### src/rtl/fabric_cfg_pkg.sv
// Shared definitions for the fabric configuration path: sequencer states,
// counter widths and the index-to-one-hot helper also used by row frame data.
package fabric_cfg_pkg;

    typedef enum logic [1:0] {
        ST_IDLE   = 2'd0,
        ST_SETUP  = 2'd1,
        ST_STROBE = 2'd2,
        ST_HOLD   = 2'd3
    } cfg_state_e;

    localparam int unsigned PHASE_CNT_W  = 4;
    localparam int unsigned STROBE_CNT_W = 16;
    localparam int unsigned ONEHOT_MAX_W = 64;

    // Returns all-zero when idx is outside 0..n_bits-1, so callers can reduce-OR
    // the result to recover the in-range flag.
    function automatic logic [ONEHOT_MAX_W-1:0] onehot_idx(input int unsigned idx,
                                                           input int unsigned n_bits);
        logic [ONEHOT_MAX_W-1:0] vec;
        vec = '0;
        if (idx < n_bits && idx < ONEHOT_MAX_W)
            vec = ONEHOT_MAX_W'(1) << idx;
        return vec;
    endfunction

endpackage

### src/rtl/frame_strobe_decode.sv
// Combinational frame index to one-hot strobe pattern, with an in-range flag
// for indices at or beyond the column's frame count.
module frame_strobe_decode
    import fabric_cfg_pkg::*;
#(
    parameter int unsigned MaxFramesPerCol  = 20,
    parameter int unsigned FrameSelectWidth = 5
) (
    input  logic [FrameSelectWidth-1:0] frame,
    output logic [MaxFramesPerCol-1:0]  onehot,
    output logic                        in_range
);

    logic [ONEHOT_MAX_W-1:0] full_vec;

    always_comb begin
        full_vec = onehot_idx(32'(frame), MaxFramesPerCol);
        onehot   = full_vec[MaxFramesPerCol-1:0];
        in_range = |full_vec;
    end

endmodule

### src/rtl/frame_strobe_gen.sv
// Per-column frame strobe sequencer: accepts broadcast frame-write commands and
// runs SETUP/STROBE/HOLD in lockstep with every other column; only the addressed one pulses.
module frame_strobe_gen
    import fabric_cfg_pkg::*;
#(
    parameter int unsigned MaxFramesPerCol  = 20,
    parameter int unsigned FrameSelectWidth = 5,
    parameter int unsigned ColSelectWidth   = 5,
    parameter int unsigned ColumnId         = 0,
    parameter int unsigned SetupCycles      = 1,
    parameter int unsigned StrobeCycles     = 1,
    parameter int unsigned HoldCycles       = 1
) (
    input  logic                        CLK,
    input  logic                        resetn,
    input  logic                        cmd_valid,
    output logic                        cmd_ready,
    input  logic [ColSelectWidth-1:0]   cmd_col,
    input  logic [FrameSelectWidth-1:0] cmd_frame,
    input  logic                        abort,
    output logic [MaxFramesPerCol-1:0]  FrameStrobe,
    output logic                        busy,
    output logic                        done,
    output logic                        err,
    output logic [STROBE_CNT_W-1:0]     strobe_cnt
);

    cfg_state_e               state, state_next;
    logic [PHASE_CNT_W-1:0]   phase_cnt;
    logic [MaxFramesPerCol-1:0] strobe_pat;
    logic [MaxFramesPerCol-1:0] dec_onehot;
    logic [STROBE_CNT_W-1:0]  strobe_count;
    logic                     dec_in_range;
    logic                     col_match;
    logic                     accept;
    logic                     phase_last;
    logic                     enter_strobe;

    frame_strobe_decode #(
        .MaxFramesPerCol  (MaxFramesPerCol),
        .FrameSelectWidth (FrameSelectWidth)
    ) u_decode (
        .frame    (cmd_frame),
        .onehot   (dec_onehot),
        .in_range (dec_in_range)
    );

    assign col_match    = (cmd_col == ColSelectWidth'(ColumnId));
    assign accept       = cmd_valid && (state == ST_IDLE);
    assign phase_last   = (phase_cnt == '0);
    assign enter_strobe = (state == ST_SETUP) && (state_next == ST_STROBE);

    // NOTE: registers take <= so every flop samples pre-edge values; blocking here would race.
    always_ff @(posedge CLK or negedge resetn) begin
        if (!resetn) state <= ST_IDLE;
        else         state <= state_next;
    end

    // Abort outranks phase expiry in every busy state; IDLE ignores it.
    always_comb begin
        // NOTE: default first so no path leaves state_next unassigned (no latch).
        state_next = state;
        unique case (state)
            ST_IDLE:   if (accept)          state_next = ST_SETUP;
            ST_SETUP:  if (abort)           state_next = ST_IDLE;
                       else if (phase_last) state_next = ST_STROBE;
            ST_STROBE: if (abort)           state_next = ST_IDLE;
                       else if (phase_last) state_next = ST_HOLD;
            ST_HOLD:   if (abort)           state_next = ST_IDLE;
                       else if (phase_last) state_next = ST_IDLE;
        endcase
    end

    // NOTE: every datapath flop is reset too, so a mid-sequence reset drops FrameStrobe at once.
    always_ff @(posedge CLK or negedge resetn) begin
        if (!resetn) begin
            phase_cnt    <= '0;
            strobe_pat   <= '0;
            FrameStrobe  <= '0;
            strobe_count <= '0;
            err          <= 1'b0;
        end else begin
            err <= accept && col_match && !dec_in_range;
            if (accept)
                strobe_pat <= (col_match && dec_in_range) ? dec_onehot : '0;

            if (state_next != state) begin
                case (state_next)
                    ST_SETUP:  phase_cnt <= PHASE_CNT_W'(SetupCycles - 1);
                    ST_STROBE: phase_cnt <= PHASE_CNT_W'(StrobeCycles - 1);
                    ST_HOLD:   phase_cnt <= PHASE_CNT_W'(HoldCycles - 1);
                    default:   phase_cnt <= '0;
                endcase
            end else if (!phase_last) begin
                phase_cnt <= phase_cnt - 1'b1;
            end

            if (enter_strobe)
                FrameStrobe <= strobe_pat;
            else if (state_next != ST_STROBE)
                FrameStrobe <= '0;

            if (enter_strobe && |strobe_pat)
                strobe_count <= strobe_count + 1'b1;
        end
    end

    always_comb begin
        cmd_ready = (state == ST_IDLE);
        busy      = (state != ST_IDLE);
        done      = (state == ST_HOLD) && phase_last;
    end

    assign strobe_cnt = strobe_count;

endmodule

### config.mk
export PLATFORM = sky130hd
export DESIGN_NAME = frame_strobe_gen
export DESIGN_NICKNAME = d
export VERILOG_FILES = /design/src/rtl/fabric_cfg_pkg.sv /design/src/rtl/frame_strobe_decode.sv /design/src/rtl/frame_strobe_gen.sv
export SDC_FILE = /design/constraint.sdc
export NUM_CORES = 1
export LEC_CHECK = 0
export CORE_ASPECT_RATIO = 0.8
export CORE_UTILIZATION = 50
export DETAILED_ROUTE_END_ITERATION = 16
export HOLD_SLACK_MARGIN = 0.02
export PLACE_DENSITY = 0.85
export SLEW_MARGIN = 30
export SYNTH_ARGS = -nofsm -noshare
export SYNTH_HDL_FRONTEND = slang
export SYNTH_SLANG_ARGS = --single-unit
### constraint.sdc
create_clock -name CLK -period 4.8 [get_ports CLK]
set_clock_uncertainty 0.05 [all_clocks]
set_input_delay 0.48 -clock CLK [delete_from_list [all_inputs] [get_ports CLK]]
set_output_delay 0.48 -clock CLK [all_outputs]
set_load 0.01 [all_outputs]
# ---- Yosys cells after proc, flatten, opt, wreduce, memory -nomap -nowiden
# Index checks and enable logic that the tools add are counted.
dict set report word_totals {
  reg_bits 63
  latchBits 0
  ramBits 0
  rom_bits 0
  input_bits 14
  n_memories 0
}
dict set report classes {
  n_addsub 2
  multipliers 0
  div 0
  n_lt_le_gt_ge 1
  n_eq_ne 7
  shift 1
  n_mux 14
  n_bitwise 0
  n_reduce_logical 15
}
# op count
set ops {}
lappend ops {{$mux 64} 1}
lappend ops {{$reduce_or 64->1} 1}
lappend ops {{$shl 1x5->64 const A} 1}
lappend ops {{$mux 20} 3}
lappend ops {{$reduce_or 20->1} 1}
lappend ops {{$add 16x1->16 const B} 1}
lappend ops {{$mux 2} 7}
lappend ops {{$mux 4} 2}
lappend ops {{$pmux 2 s4} 1}
lappend ops {{$logic_and 1x1->1} 7}
lappend ops {{$eq 2x2->1 const B} 3}
lappend ops {{$logic_not 5->1} 1}
lappend ops {{$lt 5x5->1 const B} 1}
lappend ops {{$logic_not 4->1} 1}
lappend ops {{$reduce_bool 2->1} 2}
lappend ops {{$sub 4x1->4 const B} 1}
lappend ops {{$eq 2x1->1 const B} 1}
lappend ops {{$logic_not 2->1} 1}
lappend ops {{$ne 2x1->1 const B} 1}
lappend ops {{$ne 2x2->1} 1}
lappend ops {{$ne 2x2->1 const B} 1}
lappend ops {{$logic_not 1->1} 1}

# ---- Longest topological paths before layout
# Gate-level depths: netlist (run 1).
dict set report depth {
  depth_word 7
  depth_mapped 7
}

# ---- Modules after synthesis
# From an unflattened synthesis (run 1), not the netlist that was laid out.
dict set report unflattened {
  hier_cells 241
  area_unflattened_um2 2839.0
}
# module instances cells_each area_per_inst_um2
set by_module_without_submodules {}
lappend by_module_without_submodules {frame_strobe_gen 1 203 2610.0}
lappend by_module_without_submodules {frame_strobe_decode 1 38 229.0}

# ---- Worst setup path after synthesis (run 1)
# OpenSTA, ideal clock, no wires.
dict set report synth_timing {
  path_kind {reg2reg}
  startpoint {register phase_cnt[0]}
  endpoint {register strobe_count[11] (netlist: strobe_cnt[11])}
  arrival_time_ns 1.864
  setup_slack_ns 2.760
  path_stages_with_launch 8
  path_buffers 1
  cell_sequence {dfrtp_1 > inv_1 > ha_1 > or3b_1 > nor4b_4 > buf_4 > o2111ai_1 > xnor2_1}
}
dict set report synth_via {
  elab_chain_len 7
}
# element line_no
set synth_rtl {}
lappend synth_rtl {{start: declaration} frame_strobe_gen.sv:29} ;# logic [PHASE_CNT_W-1:0] phase_cnt;
lappend synth_rtl {{start signal: assignment} frame_strobe_gen.sv:89} ;# ST_SETUP: phase_cnt <= PHASE_CNT_W'(SetupCycles - 1);
lappend synth_rtl {{start signal: assignment} frame_strobe_gen.sv:90} ;# ST_STROBE: phase_cnt <= PHASE_CNT_W'(StrobeCycles - 1);
lappend synth_rtl {{start signal: assignment} frame_strobe_gen.sv:91} ;# ST_HOLD: phase_cnt <= PHASE_CNT_W'(HoldCycles - 1);
lappend synth_rtl {{$logic_not 4->1 (*)} frame_strobe_gen.sv:50} ;# assign phase_last = (phase_cnt == '0);
lappend synth_rtl {{$mux 2, on equally long branches} {frame_strobe_gen.sv:70, frame_strobe_gen.sv:66, frame_strobe_gen.sv:68}}
lappend synth_rtl {{$mux 2, on equally long branches} {frame_strobe_gen.sv:69, frame_strobe_gen.sv:65, frame_strobe_gen.sv:67}}
lappend synth_rtl {{$pmux 2 s4 (*)} frame_strobe_gen.sv:63} ;# unique case (state)
lappend synth_rtl {{$eq 2x2->1 (*)} frame_strobe_gen.sv:51} ;# assign enter_strobe = (state == ST_SETUP) && (state_next == ST_STROBE);
lappend synth_rtl {{$logic_and 1x1->1 (*)} frame_strobe_gen.sv:51}
lappend synth_rtl {{$logic_and 1x1->1 (*)} frame_strobe_gen.sv:103} ;# if (enter_strobe && |strobe_pat)
lappend synth_rtl {{end signal: assignment} frame_strobe_gen.sv:104} ;# strobe_count <= strobe_count + 1'b1;
lappend synth_rtl {{end: declaration} frame_strobe_gen.sv:32} ;# logic [STROBE_CNT_W-1:0] strobe_count;
# Mark *: on every way between the ends. The rest lies on a longest branch, timed or not.
# A chain may end at the register's enable or synchronous reset.

# ---- Worst setup path after layout (run 1)
dict set report layout_timing {
  startpoint {register phase_cnt[0]}
  endpoint {output port done}
}
dict set report layout_via {
  elab_chain_len 2
}
# element line_no
set layout_rtl {}
lappend layout_rtl {{$logic_not 4->1} frame_strobe_gen.sv:50}
lappend layout_rtl {{$logic_and 1x1->1} frame_strobe_gen.sv:111} ;# done = (state == ST_HOLD) && phase_last;
lappend layout_rtl {{end: declaration} frame_strobe_gen.sv:23} ;# output logic done,
# No other way between the ends.

==> results.toml, run 1 <==
[layout]
fin_area_um2 = 3566
nFillCells = 387
ff_latch_area_um2 = 1577
multi_input_area_um2 = 1110
nNetsFinal = 311
area_growth_pct = 28.21
fin_cells = 362
antennaDiodeCount = 0
drive_gt1_share_pct = 9.333

[floorplanning]
die_y_um = 68.71
ios = 54
die_area_um2 = 5867
die_x_um = 85.39
rows = 23
start_util_pct = 53.70
coreArea_um2 = 5180

[critical_path]
crit_required_ns = 4.27
reg2reg_depth = 7
arrival_ns = 2.43
r2r_start = "phase_cnt[0]$_DFFE_PN0P_"
regToRegSetupSlack_ns = 1.93
crit_path_end_kind = "primary output"
crit_type = "reg2out"
reg2reg_to = "strobe_cnt[1]$_DFFE_PN0P_"
path_max_fanout = 5
startpoint_type = "flip-flop"

[sta]
relSlewSlack_pct = 41.21
tightest_slew_ns = 0.8781
period_minus_slack_ns = 2.963
setup_viol = 0
finalSetupTns_ns = 0
final_hold_viol_count = 0
finalCritPeriodShare_pct = 61.72
max_freq_ghz = 0.3375
slew_viol_final = 0
rsz0062_at_grt = "false"

[min_path]
hold_path_class = "in2async"

[global_routing]
overflow = 0
grt_usage_pct = 22.52
grt_max_degree = 64
grt_pass1_vias = 1961
grt_antenna_before_repair = 0
grt_first_pass_wirelength_um = 9798

[power_and_ir_drop]
vdd_drop_max_v = 0.0002182
p_per_area_nw_per_um2 = 377.4
total_power_mw = 1.346
p_leak_nw = 1.557

[clock_tree]
cts_buffer_depth = 2
cts_buffers = 9
clock_latency_ns = 0.34
cts-root-buf = "clkbuf_8"
path_clk_slew_ns = 0.07
ctsHoldBuffers = 0
cts_tree = "yes"
ctsResizeCount = 0
postCtsSetupRepairBufs = 0
clock-sinks = 63
htreeDepth = 3

[logic_synthesis]
synthFlopType = "dfrtp_1"
syn_inst = 243
syn_nets = 259
yosysWarnings = 0
avgSynthCellArea_um2 = 11.45
synth_seq_cells = 63
ys_seq_area_share_pct = 56.68
synth_edf_count = 0
ys_types = 46
async_flop_share_pct = 100.0
netlist_area_um2 = 2781

[drt]
drtIter0Drc = 116
first_pass_iters = 4
antenna_left = 0
wire_per_inst_um = 16.19
via_per_inst = 5.928
drc = 0
drt-total-wl_um = 5861
vias = 2146

[job]
drv_cap = 0

[placed_design]
placed_cells = 346
dpl_cell_area_um2 = 3342
hpwl_um = 3965
portBuffers = 53
gp_congestion = 0.7868

[status]
status = "finished, final reports clean"
cell usage after synthesis (all sizes together) (2+ instances only):
library cell  number  share of area (%)
inv                8                1.1
dfrtp             63                 57
o211ai             4                1.1
and2               2               0.45
o21ai             12                2.2
clkbuf            11                1.5
nand3b             3               0.81
and3               5                1.1
ha                 2               0.90
nand2             22                3.1
o41ai              4                1.8
nand4              3               0.67
nor3               4               0.72
a21oi              3               0.54
buf                4                1.0
o2111ai           10                3.1
nor3b              2               0.54
nor4b              2                1.2
a22o              24                7.6
xnor2             16                5.0
nor2              13                1.8
or4                2               0.54
or2                2               0.54
nor4               7                1.6
and4               2               0.63
nand3              2               0.36
registers in the layout, indices dropped and copies added, names as in the netlist:
signal,cells
err,1
state,2
strobe_cnt,16
phase_cnt,4
FrameStrobe,20
strobe_pat,20
metal layers:
layer	GRT usage [%]	share of wire, %	vias up
met5	0	0	-
met4	5.625	1.0	0
met3	7.619	4.7	12
met2	34.78	47	64
met1	31.05	47	1063
li1	-	-	1007
worst max path at each step:
| stage | start | end | slack [ns] |
|---|---|---|---|
| detailed placement | phase_cnt[0]$_DFFE_PN0P_ | strobe_cnt[1]$_DFFE_PN0P_ | 1.94 |
| finish | phase_cnt[0]$_DFFE_PN0P_ | done | 1.84 |
| global route | phase_cnt[0]$_DFFE_PN0P_ | done | 1.68 |
| floorplan | phase_cnt[0]$_DFFE_PN0P_ | strobe_cnt[11]$_DFFE_PN0P_ | 2.76 |
| CTS | phase_cnt[0]$_DFFE_PN0P_ | done | 1.83 |
| global placement | phase_cnt[0]$_DFFE_PN0P_ | strobe_cnt[1]$_DFFE_PN0P_ | 2.02 |
through the flow:
step	setup slack, ns	hold slack (ns)	utilization, %
3_3_place_gp	2.018	0.4124	64.52
5_1_grt	1.683	0.2955	68.84
6_report	1.837	0.2496	68.84
3_5_place_dp	1.942	0.4169	64.52
4_1_cts	1.830	0.2659	68.84
2_1_floorplan	2.760	0.1344	-
layout make-up:
type	instances	share of cell area [%]
multi-input combinational	157	31.12
sequential	63	44.21
clock inverter	3	1.825
tap	62	2.175
inverter	8	0.8421
clock buffer	13	4.456
timing repair buffer	56	15.37
cells by family after synthesis:
kind of cell	after synthesis	synth area share, %
and+or+nand+nor	76	15.30
DFF	63	56.68
AOI/OAI and AO/OA	60	17.36
buffers and inverters	23	3.644
xor gates and xnor gates	17	5.353
muxes	2	0.7647
adders and majority gates	2	0.8995
critical path: stages, from the launching register on:
cell             delay [ns]
dfrtp_1                0.37
inv_1                  0.09
ha_1                   0.22
nor3b_1                0.63
and3_1                 0.25
clkdlybuf4s50_1        0.53
placed cells by master, fill, tap and decap left out, types with 2 or more instances in the layout:
master / Yosys / routed
o211ai_1: 4 / 4
nor2_1: 13 / 13
or4_1: 2 / 2
inv_1: 7 / 7
nand3b_1: 3 / 3
nor3b_1: 2 / 2
o41ai_2: 2 / 2
o2111ai_1: 10 / 10
nor3_1: 4 / 4
and2_1: 2 / 2
nor4_1: 7 / 7
a22o_1: 24 / 24
o21ai_0: 11 / 11
clkbuf_8: 0 / 11
clkbuf_1: 10 / 2
bufinv_16: 0 / 2
and4_1: 2 / 2
nand4_1: 3 / 3
a21oi_1: 3 / 3
and3_1: 5 / 5
buf_4: 1 / 3
xnor2_1: 16 / 16
clkdlybuf4s50_1: 0 / 52
o41ai_1: 2 / 2
nand3_1: 2 / 2
ha_1: 2 / 2
nand2_1: 21 / 21
dfrtp_1: 63 / 63
where the power goes:
group / switching, mW / internal, mW / total (mW)
logic: 0.159 / 0.102 / 0.261
clock network: 0.193 / 0.320 / 0.514
registers: 0.0232 / 0.548 / 0.572
total: 0.375 / 0.971 / 1.35
Note: power is estimated with default switching activity, not from simulation.
==> run 2, diff against run 1 <==
==> constraint.sdc (replaced) <==
create_clock -name CLK -period 2.9 [get_ports CLK]
set_clock_uncertainty 0.05 [all_clocks]
set_input_delay 0.29 -clock CLK [delete_from_list [all_inputs] [get_ports CLK]]
set_output_delay 0.29 -clock CLK [all_outputs]
set_load 0.01 [all_outputs]
==> results.toml, run 2 (same netlist as run 1, synthesis figures left out) <==
[clock_tree]
cts_buffer_depth = 2
path_clk_slew_ns = 0.06
cts_tree = "yes"
clock-sinks = 63
cts-root-buf = "clkbuf_8"
htreeDepth = 3
cts_buffers = 9
ctsResizeCount = 0
clock_latency_ns = 0.34

[drt]
wire_per_inst_um = 16.81
vias = 2196
drc = 0
drt-total-wl_um = 6170
via_per_inst = 5.984
antenna_left = 0
first_pass_iters = 4
drtIter0Drc = 133

[placed_design]
portBuffers = 53
hpwl_um = 4258
gp_congestion = 0.8382

[floorplanning]
rows = 23
coreArea_um2 = 5180
die_y_um = 68.71
die_area_um2 = 5867
ios = 54
start_util_pct = 53.70
die_x_um = 85.39

[sta]
slew_viol_final = 0
rsz0062_at_grt = "false"
setup_viol = 0
final_hold_viol_count = 0
tightest_slew_ns = 0.7911
finalCritPeriodShare_pct = 83.11
holdWs_ns = 0.4205
period_minus_slack_ns = 2.410
finalSetupTns_ns = 0
relSlewSlack_pct = 47.26
max_freq_ghz = 0.4149

[status]
status = "finished, final reports clean"

[critical_path]
crit_path_end_kind = "flip-flop"
reg2reg_to = "strobe_cnt[14]$_DFFE_PN0P_"
reg2reg_depth = 7
max_stage_delay_ns = 0.52
path_max_fanout = 9
crit_chain = "inv_1 -> ha_1 -> or3b_1 -> nor4b_4 -> buf_4 -> o2111ai_1 -> xnor2_1"
crit_type = "reg2reg"
crit_required_ns = 3.07
path_delay_family = "simple AND/OR/NAND/NOR gates"
r2r_start = "phase_cnt[0]$_DFFE_PN0P_"
arrival_ns = 2.58
cp_slowest_cell = "nor4b_4"
regToRegSetupSlack_ns = 0.49
startpoint_type = "flip-flop"
cp_num_buf_inv = 2

[layout]
area_growth_pct = 27.76
drive_gt1_share_pct = 10.82
final_cell_mix = "63 x dfrtp_1, 52 x clkdlybuf4s50_1, 24 x a22o_1"
nNetsFinal = 317
final_common_cell = "dfrtp_1"
antennaDiodeCount = 0

[job]
drv_cap = 0

[global_routing]
grt_first_pass_wirelength_um = 10060
grt_pass1_vias = 2062
grt_usage_pct = 22.93
grt_antenna_before_repair = 0
overflow = 0
grt_max_degree = 38

[min_path]
hold_path_class = "reg2reg"
holdCritStartpoint = "strobe_cnt[15]$_DFFE_PN0P_"
worstHoldEndpoint = "strobe_cnt[15]$_DFFE_PN0P_"
holdPathStages = 1

[power_and_ir_drop]
p_per_area_nw_per_um2 = 584.2
p_leak_nw = 1.557
vdd_drop_max_v = 0.0003135
-- run 2: worst max-delay path by stage --
stage | start | endpoint | cells past startpoint | slack [ns]
after floorplan | phase_cnt[0]$_DFFE_PN0P_ | strobe_cnt[11]$_DFFE_PN0P_ | 7 | 0.86
after detailed placement | phase_cnt[0]$_DFFE_PN0P_ | strobe_cnt[7]$_DFFE_PN0P_ | 7 | 0.52
after CTS | phase_cnt[0]$_DFFE_PN0P_ | strobe_cnt[7]$_DFFE_PN0P_ | 7 | 0.49
final | phase_cnt[0]$_DFFE_PN0P_ | strobe_cnt[14]$_DFFE_PN0P_ | 7 | 0.49
after global routing | phase_cnt[0]$_DFFE_PN0P_ | strobe_cnt[7]$_DFFE_PN0P_ | 7 | 0.34
after global placement | phase_cnt[0]$_DFFE_PN0P_ | strobe_cnt[7]$_DFFE_PN0P_ | 7 | 0.63
-- run 2: repair_timing --
action	CTS	global route
endpoints found under the hold margin	35	0
hold buffers	1	0
buffers inserted	0	0
-- run 2: area by class of cell --
class,count,area (um2)
sequential,63,1577
inverter,8,30.03
clock inverter,4,22.52
timing repair buffer,62,595.6
clock buffer,11,141.4
multi-input combinational,157,1110
tap,62,77.57
fill,401,1627
-- run 2: metal layers --
metal  track usage, %  share of wire (%)
met3            8.095                4.3
met2            35.38                 47
met1            31.25                 47
met5                0                  0
met4            6.042               0.84
-- run 2: worst register-to-register path, delay by kind of cell, from the launching register on --
family | cells | cell delay [ns]
flops | 1 | 0.37
fa+ha+maj | 1 | 0.22
buf+inv | 2 | 0.35
xor+xnor | 1 | 0.17
simple gates | 2 | 0.98
compound gates | 1 | 0.15
-- run 2: power by group --
part           internal [mW]  switching, mW
Combinational          0.197          0.286
Clock                  0.324          0.320
Sequential             0.908         0.0410
Total                   1.43          0.647
-- run 2: metrics by stage --
stage          power (mW)  instances  utilization (%)  worst slack (ns)  cell area (um2)
5_1_grt             2.182        367            68.60            0.3416             3553
2_1_floorplan       1.260        243                -            0.8603             2781
3_5_place_dp        1.441        351            65.24            0.5160             3379
6_report            2.076        367            68.60            0.4899             3553
4_1_cts             2.092        367            68.60            0.4909             3553
3_3_place_gp        1.417        351            65.24            0.6305             3379
==> run 3, diff against run 2 <==
--- a/config.mk
+++ b/config.mk
@@ -6,10 +6,10 @@
 export NUM_CORES = 1
 export LEC_CHECK = 0
 export CORE_ASPECT_RATIO = 0.8
-export CORE_UTILIZATION = 50
+export CORE_UTILIZATION = 46
 export DETAILED_ROUTE_END_ITERATION = 16
 export HOLD_SLACK_MARGIN = 0.02
-export PLACE_DENSITY = 0.85
+export PLACE_DENSITY = 0.83
 export SLEW_MARGIN = 30
 export SYNTH_ARGS = -nofsm -noshare
 export SYNTH_HDL_FRONTEND = slang
==> constraint.sdc (replaced) <==
create_clock -name CLK -period 2.01 [get_ports CLK]
set_clock_uncertainty 0.05 [all_clocks]
set_input_delay 0.201 -clock CLK [delete_from_list [all_inputs] [get_ports CLK]]
set_output_delay 0.201 -clock CLK [all_outputs]
set_load 0.01 [all_outputs]
==> results.toml, run 3 (same netlist as run 1, synthesis figures left out) <==
[drt]
top_layer = "met4"
via_per_inst = 5.501
drc = 0
wire_per_inst_um = 15.72
wl_met3_um = 313
antenna_left = 0
drt-total-wl_um = 6176
first_pass_iters = 4
met2_length_um = 2880
vias = 2162
drtIter0Drc = 143
wl_met1_um = 2927

[sta]
max_freq_ghz = 0.4939
setup_viol = 1
rsz0062_at_grt = "true"
final_hold_viol_count = 0
slew_viol_final = 0
worst_slack_ns = -0.01452
tightest_slew_ns = 0.4040
period_minus_slack_ns = 2.025
holdWs_ns = 0.3533
finalCritPeriodShare_pct = 100.7
relSlewSlack_pct = 72.99

[layout]
antennaDiodeCount = 0
nNetsFinal = 326
final_cell_mix = "63 x dfrtp_1, 51 x clkdlybuf4s50_1, 24 x a22o_1"
area_growth_pct = 35.85
drive_gt1_share_pct = 16.83
fin_cells = 393
final_common_cell = "dfrtp_1"
fin_area_um2 = 3779
nFillCells = 443

[clock_tree]
path_clk_slew_ns = 0.07
htreeDepth = 3
clock-sinks = 63
cts_buffers = 9
postCtsSetupRepairBufs = 0
cts_buffer_depth = 2
cts_tree = "yes"
clock_latency_ns = 0.34
cts-root-buf = "clkbuf_8"

[critical_path]
startpoint_type = "flip-flop"
crit_path_end_kind = "flip-flop"
crit_required_ns = 2.19
path_max_fanout = 16
crit_type = "reg2reg"
arrival_ns = 2.20
reg2reg_depth = 7

[global_routing]
grt_first_pass_wirelength_um = 10550
grt_max_degree = 64
grt_pass1_vias = 2117
overflow = 0
grt_usage_pct = 22.60
grt_antenna_before_repair = 0

[placed_design]
portBuffers = 53
gp_congestion = 0.7975
place_ws_ns = -0.07616
hpwl_um = 4371
placed_cells = 376
dpl_cell_area_um2 = 3528

[floorplanning]
coreArea_um2 = 5645
die_area_um2 = 6363
start_util_pct = 49.27
die_x_um = 88.94
die_y_um = 71.55
rows = 24
ios = 54

[power_and_ir_drop]
p_per_area_nw_per_um2 = 889.9
vdd_drop_max_v = 0.0004811
p_leak_nw = 1.641

[job]
drv_cap = 0

[status]
status = "complete, but fails checks"
violations = "setup timing"

[min_path]
hold_path_class = "in2async"
==> run 3: worst max-delay path: stages (launching register included) <==
cell,delay (ns)
dfrtp_1,0.39
inv_2,0.08
ha_4,0.15
or3b_4,0.40
nor4b_4,0.32
buf_12,0.19
o21ai_2,0.07
mux2_2,0.27
==> run 3: what timing repair did <==
item                                    in CTS  in global routing
pin swaps                                    0                  0
endpoints found under the setup margin      24                 36
resized for setup                            7                  2
endpoints found under the hold margin       63                  0
hold buffers                                 1                  0
==> run 3: worst paths after layout <==
| check | startpoint | endpoint | slack (ns) |
|---|---|---|---|
| max | phase_cnt[1]$_DFFE_PN0P_ | strobe_cnt[1]$_DFFE_PN0P_ | -0.01 |
| min | resetn | state[1]$_DFF_PN0_ | 0.35 |
| max reg2reg | phase_cnt[1]$_DFFE_PN0P_ | strobe_cnt[1]$_DFFE_PN0P_ | -0.01 |
| min reg2reg | strobe_cnt[15]$_DFFE_PN0P_ | strobe_cnt[15]$_DFFE_PN0P_ | 0.42 |
| max in group asynchronous | resetn | strobe_cnt[10]$_DFFE_PN0P_ | 1.29 |
| min in group CLK | strobe_cnt[15]$_DFFE_PN0P_ | strobe_cnt[15]$_DFFE_PN0P_ | 0.42 |
==> run 3: final cells by class <==
| type | instances | area (um2) | share of cell area, % |
|---|---|---|---|
| Timing Repair Buffer | 71 | 694.4 | 18.38 |
| Multi-Input combinational cell | 157 | 1175 | 31.09 |
| Clock inverter | 4 | 70.07 | 1.854 |
| Clock buffer | 12 | 135.1 | 3.576 |
| Inverter | 8 | 30.03 | 0.7947 |
| Sequential cell | 63 | 1577 | 41.72 |
| Tap cell | 78 | 97.59 | 2.583 |
==> run 3: routing by layer <==
layer  vias to the layer above  global-route usage (%)
li1                       1041                       -
met2                        61                   34.10
met4                         0                   6.878
met5                         -                       0
met3                         8                   7.604
met1                      1052                   31.17
==> run 3: report_power, final <==
group | leakage [nW] | internal [mW] | total, mW | switching [mW]
combinational | 0.659 | 0.410 | 0.864 | 0.454
sequential | 0.878 | 1.31 | 1.35 | 0.0382
clock | 0.104 | 0.695 | 1.15 | 0.455
==> run 3: through the flow <==
step	total power, mW	util [%]	TNS [ns]
final	3.362	66.93	-0.01452
after global routing	3.548	66.93	-1.451
after CTS	3.381	66.80	0
after detailed placement	2.178	62.50	-1.336
after global placement	2.153	62.50	-0.3431
after floorplan	1.854	-	-0.07972
